==> config.mk <==
export PLATFORM = sky130hd
export DESIGN_NAME = eth_tx_arbiter
export DESIGN_NICKNAME = d
export VERILOG_FILES = /design/src/rtl/eth_tx_arbiter.sv
export SDC_FILE = /design/constraint.sdc
export NUM_CORES = 1
export LEC_CHECK = 0
export CAP_MARGIN = 10
export CORE_MARGIN = 2
export CORE_UTILIZATION = 42
export CTS_CLUSTER_SIZE = 24
export DETAILED_ROUTE_END_ITERATION = 10
export GPL_TIMING_DRIVEN = 0
export HOLD_SLACK_MARGIN = 0.02
export PLACE_DENSITY = 0.76
export REMOVE_ABC_BUFFERS = 1
export SLEW_MARGIN = 40
export SYNTH_ARGS = -nofsm -noshare
export SYNTH_HDL_FRONTEND = slang
export SYNTH_SLANG_ARGS = --single-unit
==> constraint.sdc <==
create_clock -name clk -period 2.2 [get_ports clk]
set_clock_uncertainty 0.05 [all_clocks]
set_input_delay 0.44 -clock clk [delete_from_list [all_inputs] [get_ports clk]]
set_output_delay 0.44 -clock clk [all_outputs]
set_load 0.02 [all_outputs]
==> src/rtl/eth_tx_arbiter.sv <==
// N-channel GMII transmit arbiter: frame-atomic grants, forced inter-frame gap, grant watchdog,
// shared payload-FIFO routing. Define ETH_ARB_RR_EN for round-robin; default is fixed priority.
//
// state | meaning
// IDLE  | no grant; picks a winner as soon as any request is pending
// GRANT | winner granted, waiting for its first ch_tx_en
// SEND  | frame in progress until the winner's ch_done
// IFG   | grant cleared, GMII held idle for the gap
module eth_tx_arbiter #(
  parameter int NUM_CH     = 3,
  parameter int DATA_W     = 8,
  parameter int TIMEOUT_W  = 24,
  parameter int IFG_CYCLES = 12
) (
  input  logic                     clk,
  input  logic                     rst_n,
  input  logic [NUM_CH-1:0]        ch_start,
  input  logic [NUM_CH-1:0]        ch_done,
  input  logic [NUM_CH-1:0]        ch_tx_en,
  input  logic [NUM_CH*DATA_W-1:0] ch_txd,
  output logic [NUM_CH-1:0]        ch_grant,
  input  logic [NUM_CH-1:0]        ch_fifo_req,
  output logic                     fifo_rd_req,
  input  logic [DATA_W-1:0]        fifo_rd_data,
  output logic [DATA_W-1:0]        ch_fifo_data,
  output logic                     busy,
  output logic                     timeout_err,
  output logic                     gmii_tx_en,
  output logic [DATA_W-1:0]        gmii_txd
);

  localparam int CH_W  = $clog2(NUM_CH);
  localparam int IFG_W = (IFG_CYCLES > 1) ? $clog2(IFG_CYCLES) : 1;
  // A zero-length gap still spends one cycle in IFG.
  localparam logic [IFG_W-1:0] IFG_LOAD = IFG_W'((IFG_CYCLES > 0) ? IFG_CYCLES - 1 : 0);

  typedef enum logic [1:0] {S_IDLE, S_GRANT, S_SEND, S_IFG} state_t;

  state_t                 state_q, state_d;
  logic [NUM_CH-1:0]      grant_q, grant_d;
  logic [NUM_CH-1:0]      pend_q, pend_clr;
  logic [TIMEOUT_W-1:0]   wd_q, wd_d;
  logic [IFG_W-1:0]       ifg_q, ifg_d;
  logic                   fifo_req_q;
  logic [NUM_CH-1:0]      win_oh;
  logic                   active;
  logic                   sel_en;
  logic [DATA_W-1:0]      sel_txd;

`ifdef ETH_ARB_RR_EN
  logic [CH_W-1:0] last_q;
  logic [CH_W-1:0] win_idx;
  logic [CH_W-1:0] cand_idx;
  int              cand;

  // Walk from farthest to nearest so the channel right after last_q wins.
  always_comb begin
    win_oh   = '0;
    win_idx  = '0;
    cand     = 0;
    cand_idx = '0;
    for (int k = NUM_CH; k >= 1; k--) begin
      cand = int'(last_q) + k;
      if (cand >= NUM_CH) cand = cand - NUM_CH;
      cand_idx = CH_W'(cand);
      if (pend_q[cand_idx]) begin
        win_idx = cand_idx;
        win_oh  = NUM_CH'(1) << cand_idx;
      end
    end
  end

  always_ff @(posedge clk) begin
    if (!rst_n) last_q <= CH_W'(NUM_CH - 1);
    else if (state_q == S_IDLE && |pend_q) last_q <= win_idx;
  end
`else
  always_comb begin
    win_oh = '0;
    for (int i = NUM_CH - 1; i >= 0; i--) begin
      if (pend_q[i]) begin
        win_oh    = '0;
        win_oh[i] = 1'b1;
      end
    end
  end
`endif

  assign active = (state_q == S_GRANT) || (state_q == S_SEND);

  always_comb begin
    sel_en  = |(ch_tx_en & grant_q);
    sel_txd = '0;
    for (int i = 0; i < NUM_CH; i++) begin
      sel_txd = sel_txd | (ch_txd[i*DATA_W +: DATA_W] & {DATA_W{grant_q[i]}});
    end
  end

  always_comb begin
    state_d     = state_q;
    grant_d     = grant_q;
    wd_d        = wd_q;
    ifg_d       = ifg_q;
    pend_clr    = '0;
    timeout_err = 1'b0;
    case (state_q)
      S_IDLE: begin
        if (|pend_q) begin
          grant_d  = win_oh;
          pend_clr = win_oh;
          wd_d     = '0;
          state_d  = S_GRANT;
        end
      end
      S_GRANT, S_SEND: begin
        wd_d = wd_q + 1'b1;
        if (&wd_q) begin
          timeout_err = 1'b1;
          pend_clr    = grant_q;
          grant_d     = '0;
          ifg_d       = IFG_LOAD;
          state_d     = S_IFG;
        end else if (|(ch_done & grant_q)) begin
          grant_d = '0;
          ifg_d   = IFG_LOAD;
          state_d = S_IFG;
        end else if (state_q == S_GRANT && sel_en) begin
          state_d = S_SEND;
        end
      end
      S_IFG: begin
        if (ifg_q == '0) state_d = S_IDLE;
        else             ifg_d   = ifg_q - 1'b1;
      end
      default: state_d = S_IDLE;
    endcase
  end

  always_ff @(posedge clk) begin
    if (!rst_n) begin
      state_q    <= S_IDLE;
      grant_q    <= '0;
      pend_q     <= '0;
      wd_q       <= '0;
      ifg_q      <= '0;
      fifo_req_q <= 1'b0;
      gmii_tx_en <= 1'b0;
      gmii_txd   <= '0;
    end else begin
      state_q    <= state_d;
      grant_q    <= grant_d;
      pend_q     <= (pend_q & ~pend_clr) | ch_start;
      wd_q       <= wd_d;
      ifg_q      <= ifg_d;
      fifo_req_q <= fifo_rd_req;
      gmii_tx_en <= active & sel_en;
      gmii_txd   <= active ? sel_txd : '0;
    end
  end

  assign ch_grant     = grant_q;
  assign busy         = (state_q != S_IDLE);
  assign fifo_rd_req  = |(ch_fifo_req & grant_q);
  assign ch_fifo_data = fifo_req_q ? fifo_rd_data : '0;

endmodule
==> impl_metrics.json, run 1 <==
{
  "syn_to_final_growth_pct": 44.0,
  "max_stage_delay_ns": 0.39,
  "tightest_slew_ns": 0.707,
  "grt_antenna_before_repair": 0,
  "drv_slew": 0,
  "synth_edf_count": 0,
  "status": "finished, violations left",
  "dr.pass1.iters": 4,
  "met1_length_mm": 2.51,
  "routed.top_layer": "met4",
  "crit_required_ns": 1.71,
  "drtIter0Drc": 183,
  "cts_root_buffer": "clkbuf_8",
  "ys_seq_elements": 46,
  "io_pins": 69,
  "hold_end": "state_q[1]",
  "final_area_um2": 3250,
  "rr_endpoint": "wd_q[9]",
  "syn_area_um2": 2250,
  "clk_latency_ns": 0.29,
  "final_cells": 403,
  "r2r-start": "state_q[0]",
  "synth-warning-count": 0,
  "io_buffer_count": 68,
  "core_um2": 5140,
  "numCtsBuffers": 5,
  "n_antenna_cell": 0,
  "cts_tree": "done",
  "grt_pass1_wl_mm": 9.55,
  "p_leak_nw": 1.14,
  "wire_per_inst_um": 15.0,
  "hold_depth": 2,
  "seq_area_um2": 940,
  "grt_overflow": 0,
  "min_period_ns": 2.25,
  "p_per_area_nw_per_um2": 883,
  "ant_nets": 0,
  "path_depth": 6,
  "setup-tns-final_ns": -0.0451,
  "setup_viol": 1,
  "ys_seq_area_share_pct": 40.8,
  "cp-end-kind": "output pin",
  "arrival_ns": 1.76,
  "fp.dieH_um": 77.3,
  "crit_family": "simple AND/OR/NAND/NOR gates",
  "final_hold_viol_count": 0,
  "postLayoutCoreUtil_pct": 63.2,
  "wl_met2_mm": 3.11,
  "cp_slowest_cell": "dfxtp_4",
  "fin_ws_ns": -0.0451,
  "drv_cap": 0,
  "fin_crit_sh_pct": 102,
  "vias": 2123,
  "rows": 26,
  "synth.avg_cell_area_um2": 8.81,
  "hold_path_class": "flip-flop to flip-flop",
  "n_fill_cell": 455,
  "cts_num_sinks": 46,
  "drive_gt1_share_pct": 14.7,
  "die_w_um": 77.3,
  "start_util_pct": 43.9,
  "drc": 0,
  "ctsHoldBuffers": 0,
  "crit_type": "flip-flop to output pin",
  "max-slew-margin-rel_pct": 52.8,
  "wl_mm": 6.04,
  "critPathBufInv": 1,
  "first_global_vias": 1939,
  "multi_input_area_um2": 1340,
  "min_from": "state_q[1]",
  "grt_usage_pct": 19.9,
  "synth_cell_type_count": 43,
  "place_congestion": 0.797,
  "violations": "negative setup slack",
  "fin_nets": 386,
  "clock.fmax_mhz": 445,
  "crit_path_start_kind": "flip-flop",
  "synth_top_flop_cell": "dfxtp_1",
  "syn-instance-count": 256,
  "route.met3.wl_um": 335,
  "grt_max_degree": 23,
  "dp.cells": 385,
  "worst-path-max-fanout": 5,
  "htree_levels": 2,
  "avgViaCountPerCell": 5.27,
  "rr_worst_depth": 7,
  "die_area_um2": 5970,
  "power_mw": 2.87,
  "clk_pin_slew_ns": 0.08,
  "hpwl_mm": 4.33,
  "reg2reg_slack_ns": 0.12,
  "ir_worst_vdd_v": 0.000642,
  "cts.path.max_buffers": 2,
  "synth-async-reset-ratio_pct": 0,
  "dpl_cell_area_um2": 3000,
  "rsz0062_at_grt": "true",
  "path_cells": "ha_4, nand4_1, nor4_4, and3_4, and2_4, buf_6"
}
-- sequential cells by signal, indices dropped and copies added (netlist names) --
register    flops
ifg_q           4
ch_grant        3
state_q         2
gmii_txd        8
gmii_tx_en      1
pend_q          3
wd_q           24
fifo_req_q      1
-- placed cells by master (no fill, tap or decap), types with 3 or more instances in the layout --
cell and count:
clkdlybuf4s50_1 66, nor2_1 37, dfxtp_1 35, nand2_1 20, inv_1 11, nand3_1 11
xor2_1 11, buf_4 11, and2_1 10, a222oi_1 10, o21ai_0 10, xnor2_1 10
dfxtp_2 9, nand4_1 6, ha_1 5, clkbuf_8 5, a21oi_1 4, and3_1 4
nor3_2 4, and4_1 3, a41oi_1 3, o21a_1 3, mux2i_1 3
-- layout make-up --
cell class	instances	share of cell area (%)
Multi-Input combinational cell	190	41.1
Inverter	11	1.27
Tap cell	70	2.70
Clock inverter	1	0.231
Clock buffer	6	2.24
Sequential cell	46	28.9
Timing Repair Buffer	79	23.5
-- timing repair --
| action | 4_1_cts | 5_1_grt |
|---|---|---|
| endpoints found under the setup margin | 31 | 26 |
| buffers inserted | 2 | 9 |
| pin swaps | 3 | 7 |
| gates resized for setup | 23 | 11 |
-- cells in the mapped netlist (2+ instances only) --
cell      number  area, µm²
xnor2_1       10       87.6
ha_1           7       87.6
nand4_1        6       37.5
xor2_1        11       96.3
mux2i_1        3       30.0
nor4_1         2       12.5
nand3_1       11       55.1
o221a_2        2       22.5
a41oi_1        3       26.3
and3_1         5       31.3
o311a_1        2       20.0
inv_1         11       41.3
nor2_1        37        139
dfxtp_1       46        921
a31oi_1        3       18.8
a21boi_0       2       15.0
and4_1         4       35.0
clkbuf_1       7       26.3
and2_1        11       68.8
or4b_1         2       20.0
o21a_1         3       22.5
nor3_2         3       30.0
buf_2          2       10.0
o21ai_1        2       10.0
o21ai_0       10       50.1
nand2_1       20       75.1
a21oi_1        4       20.0
a222oi_1      10        100
nor3_1         3       15.0
-- worst reg2reg max path, stage by stage, from the launching register on --
cell     delay, ns
dfxtp_2       0.38
inv_1         0.09
ha_4          0.33
nor2_1        0.12
or4_4         0.56
nor3_1        0.23
xnor2_1       0.15
nor2_1        0.05
-- worst max path at each step --
| stage | to | slack, ns | startpoint |
|---|---|---|---|
| floorplan | wd_q[10] | -0.05 | state_q[0] |
| global placement | wd_q[18] | -0.72 | state_q[0] |
| detailed placement | timeout_err | -0.61 | wd_q[0] |
| CTS | timeout_err | -0.06 | wd_q[4] |
| global route | timeout_err | -0.15 | wd_q[0] |
| finish | timeout_err | -0.05 | wd_q[0] |
-- through the flow --
step | worst slack [ns] | hold slack [ns]
5_1_grt | -0.150 | 0.484
2_1_floorplan | -0.0542 | 0.417
3_5_place_dp | -0.607 | 0.446
4_1_cts | -0.0559 | 0.458
3_3_place_gp | -0.719 | 0.432
6_report | -0.0451 | 0.452
-- logic make-up after synthesis --
logic type,Yosys count,synth area share (%)
DFF,46,40.8
AOI/OAI and AO/OA,46,15.3
buffers and inverters,20,3.44
adders and majority gates,7,3.88
xor gates and xnor gates,21,8.16
and+or+nand+nor,112,26.5
muxes,4,1.83
-- power by group --
part	internal [mW]	switching, mW
Clock	0.218	0.273
Combinational	0.603	0.716
Sequential	0.930	0.127
-- metal layers --
layer | vias to the layer above | track usage (%)
met3 | 7 | 5.18
met4 | 0 | 6.43
met5 | - | 0
met2 | 56 | 33.7
li1 | 1077 | -
met1 | 983 | 24.6
Note: power is estimated with default switching activity, not from simulation.
==> run 2, diff against run 1 <==
--- a/config.mk
+++ b/config.mk
@@ -6,13 +6,14 @@
 export NUM_CORES = 1
 export LEC_CHECK = 0
 export CAP_MARGIN = 10
+export CORE_ASPECT_RATIO = 0.7
 export CORE_MARGIN = 2
-export CORE_UTILIZATION = 42
+export CORE_UTILIZATION = 50
 export CTS_CLUSTER_SIZE = 24
 export DETAILED_ROUTE_END_ITERATION = 10
 export GPL_TIMING_DRIVEN = 0
 export HOLD_SLACK_MARGIN = 0.02
-export PLACE_DENSITY = 0.76
+export PLACE_DENSITY = 0.85
 export REMOVE_ABC_BUFFERS = 1
 export SLEW_MARGIN = 40
 export SYNTH_ARGS = -nofsm -noshare
==> constraint.sdc (replaced) <==
create_clock -name clk -period 2.8 [get_ports clk]
set_clock_uncertainty 0.05 [all_clocks]
set_input_delay 0.56 -clock clk [delete_from_list [all_inputs] [get_ports clk]]
set_output_delay 0.56 -clock clk [all_outputs]
set_load 0.02 [all_outputs]
==> run 2 against run 1 <==
Against the previous run:
- the run now ends clean
- worst setup slack improved by 0.18 ns
- sequential power decreased by 23%
- global-route usage increased by 1.9 points
- combinational power decreased by 32%
- sequential share of layout area increased by 1.0 points
- worst hold slack improved by 0.0018 ns
- final area decreased by 5.3%
- highest routed layer unchanged
==> impl_metrics.json, run 2 (synthesized netlist as in run 1, its figures left out) <==
{
  "tightest_slew_ns": 0.786,
  "clk_pin_slew_ns": 0.08,
  "vias": 2100,
  "crit_path_start_kind": "flip-flop",
  "core_um2": 4330,
  "dr.pass1.iters": 4,
  "min_period_ns": 2.67,
  "top_regs": "wd_q: 24 flops, gmii_txd: 8 flops, ifg_q: 4 flops",
  "start_util_pct": 52.1,
  "die_area_um2": 5070,
  "hold_path_class": "flip-flop to flip-flop",
  "clk_latency_ns": 0.29,
  "largest-register": "wd_q",
  "drc": 0,
  "cp-end-kind": "output pin",
  "setup-tns-final_ns": 0,
  "avgViaCountPerCell": 5.57,
  "grt_overflow": 0,
  "syn_to_final_growth_pct": 36.4,
  "wire_per_inst_um": 14.8,
  "final_hold_viol_count": 0,
  "clock.fmax_mhz": 375,
  "path_cells": "ha_1, nand4_1, nor4_4, and3_2, and2_1, dlygate4sd2_1",
  "io_buffer_count": 68,
  "drv_slew": 0,
  "most-common-layout-cells": "67 x clkdlybuf4s50_1, 46 x dfxtp_1, 37 x nor2_1, 20 x nand2_1",
  "max_stage_delay_ns": 0.41,
  "drtIter0Drc": 171,
  "wl_mm": 5.57,
  "critPathBufInv": 1,
  "setup_viol": 0,
  "grt_max_degree": 23,
  "seq_area_um2": 921,
  "power_mw": 2.10,
  "hpwl_mm": 4.15,
  "rsz0062_at_grt": "false",
  "ant_nets": 0,
  "final_common_cell": "clkdlybuf4s50_1",
  "fin_crit_sh_pct": 95.2,
  "drive_gt1_share_pct": 5.90,
  "place_congestion": 0.900,
  "grt_usage_pct": 21.8,
  "ir_worst_vdd_v": 0.000489,
  "fin_nets": 376,
  "grt_pass1_wl_mm": 8.79,
  "status": "complete, no violations",
  "fp.dieH_um": 60.2,
  "cts_tree": "done",
  "cts.path.max_buffers": 2,
  "first_global_vias": 1838,
  "largest_register_ffs": 24,
  "numCtsBuffers": 5,
  "cp_slowest_cell": "dfxtp_1",
  "p_per_area_nw_per_um2": 683,
  "multi_input_area_um2": 1270,
  "cts_num_sinks": 46,
  "crit_family": "simple AND/OR/NAND/NOR gates",
  "n_antenna_cell": 0,
  "grt_antenna_before_repair": 0,
  "p_leak_nw": 1.09,
  "worst-path-max-fanout": 5,
  "htree_levels": 2,
  "cts_root_buffer": "clkbuf_8",
  "n_fill_cell": 337,
  "rows": 20,
  "crit_required_ns": 2.19,
  "drv_cap": 0,
  "io_pins": 69,
  "die_w_um": 84.3,
  "arrival_ns": 2.06,
  "crit_type": "flip-flop to output pin",
  "max-slew-margin-rel_pct": 47.2
}
## run 2: cell types whose count changed in the layout (fill, tap and decap cells not counted), sizes merged
cell / delta
buf: -11
clkdlybuf4s50: +1
clkinvlp: -1
## run 2: final cells by class
| class | count | share of cell area [%] |
|---|---|---|
| sequential | 46 | 29.9 |
| tap | 55 | 2.24 |
| multi-input combinational | 190 | 41.5 |
| timing repair buffer | 69 | 22.3 |
| inverter | 11 | 1.34 |
| clock buffer | 6 | 2.69 |
## run 2: through the flow
step	utilization, %	std cells	area (µm²)	setup WS (ns)	hold WS [ns]
after floorplan	-	247	2220	0.546	0.417
after global placement	68.6	370	2970	-0.128	0.432
after detailed placement	68.8	370	2980	-0.141	0.441
after CTS	70.9	377	3070	0.0779	0.453
after global routing	71.0	377	3080	0.00966	0.487
final	71.0	377	3080	0.133	0.454
## run 2: power breakdown
group / switching (mW) / total, mW / internal [mW]
logic: 0.526 / 0.893 / 0.367
registers: 0.0945 / 0.815 / 0.721
clock network: 0.201 / 0.391 / 0.190
total: 0.821 / 2.10 / 1.28
## run 2: worst paths after layout
kind,from,end,slack [ns],depth (start not counted)
setup / recovery,wd_q[0],timeout_err,0.13,6
hold / removal,wd_q[7],wd_q[7],0.45,2
setup reg to reg,state_q[0],wd_q[7],0.18,6
hold reg to reg,wd_q[7],wd_q[7],0.45,2
## run 2: tightest hold or removal path, cell delays in order (launching register included)
cell and delay [ns]:
dfxtp_1 0.33, o21ai_0 0.07, a21oi_1 0.06
## run 2: timing repair
item	CTS	global route
hold endpoints to repair	0	0
setup buffers	1	0
gates resized for setup	2	0
hold buffers	0	0
endpoints found under the setup margin	1	0
## run 2: metal layers
metal	track usage [%]	wire length, µm	vias to the layer above
met5	0	0	-
met1	32.0	2640	985
li1	-	-	1054
met2	32.2	2550	59
met4	6.22	27	0
met3	4.70	351	2
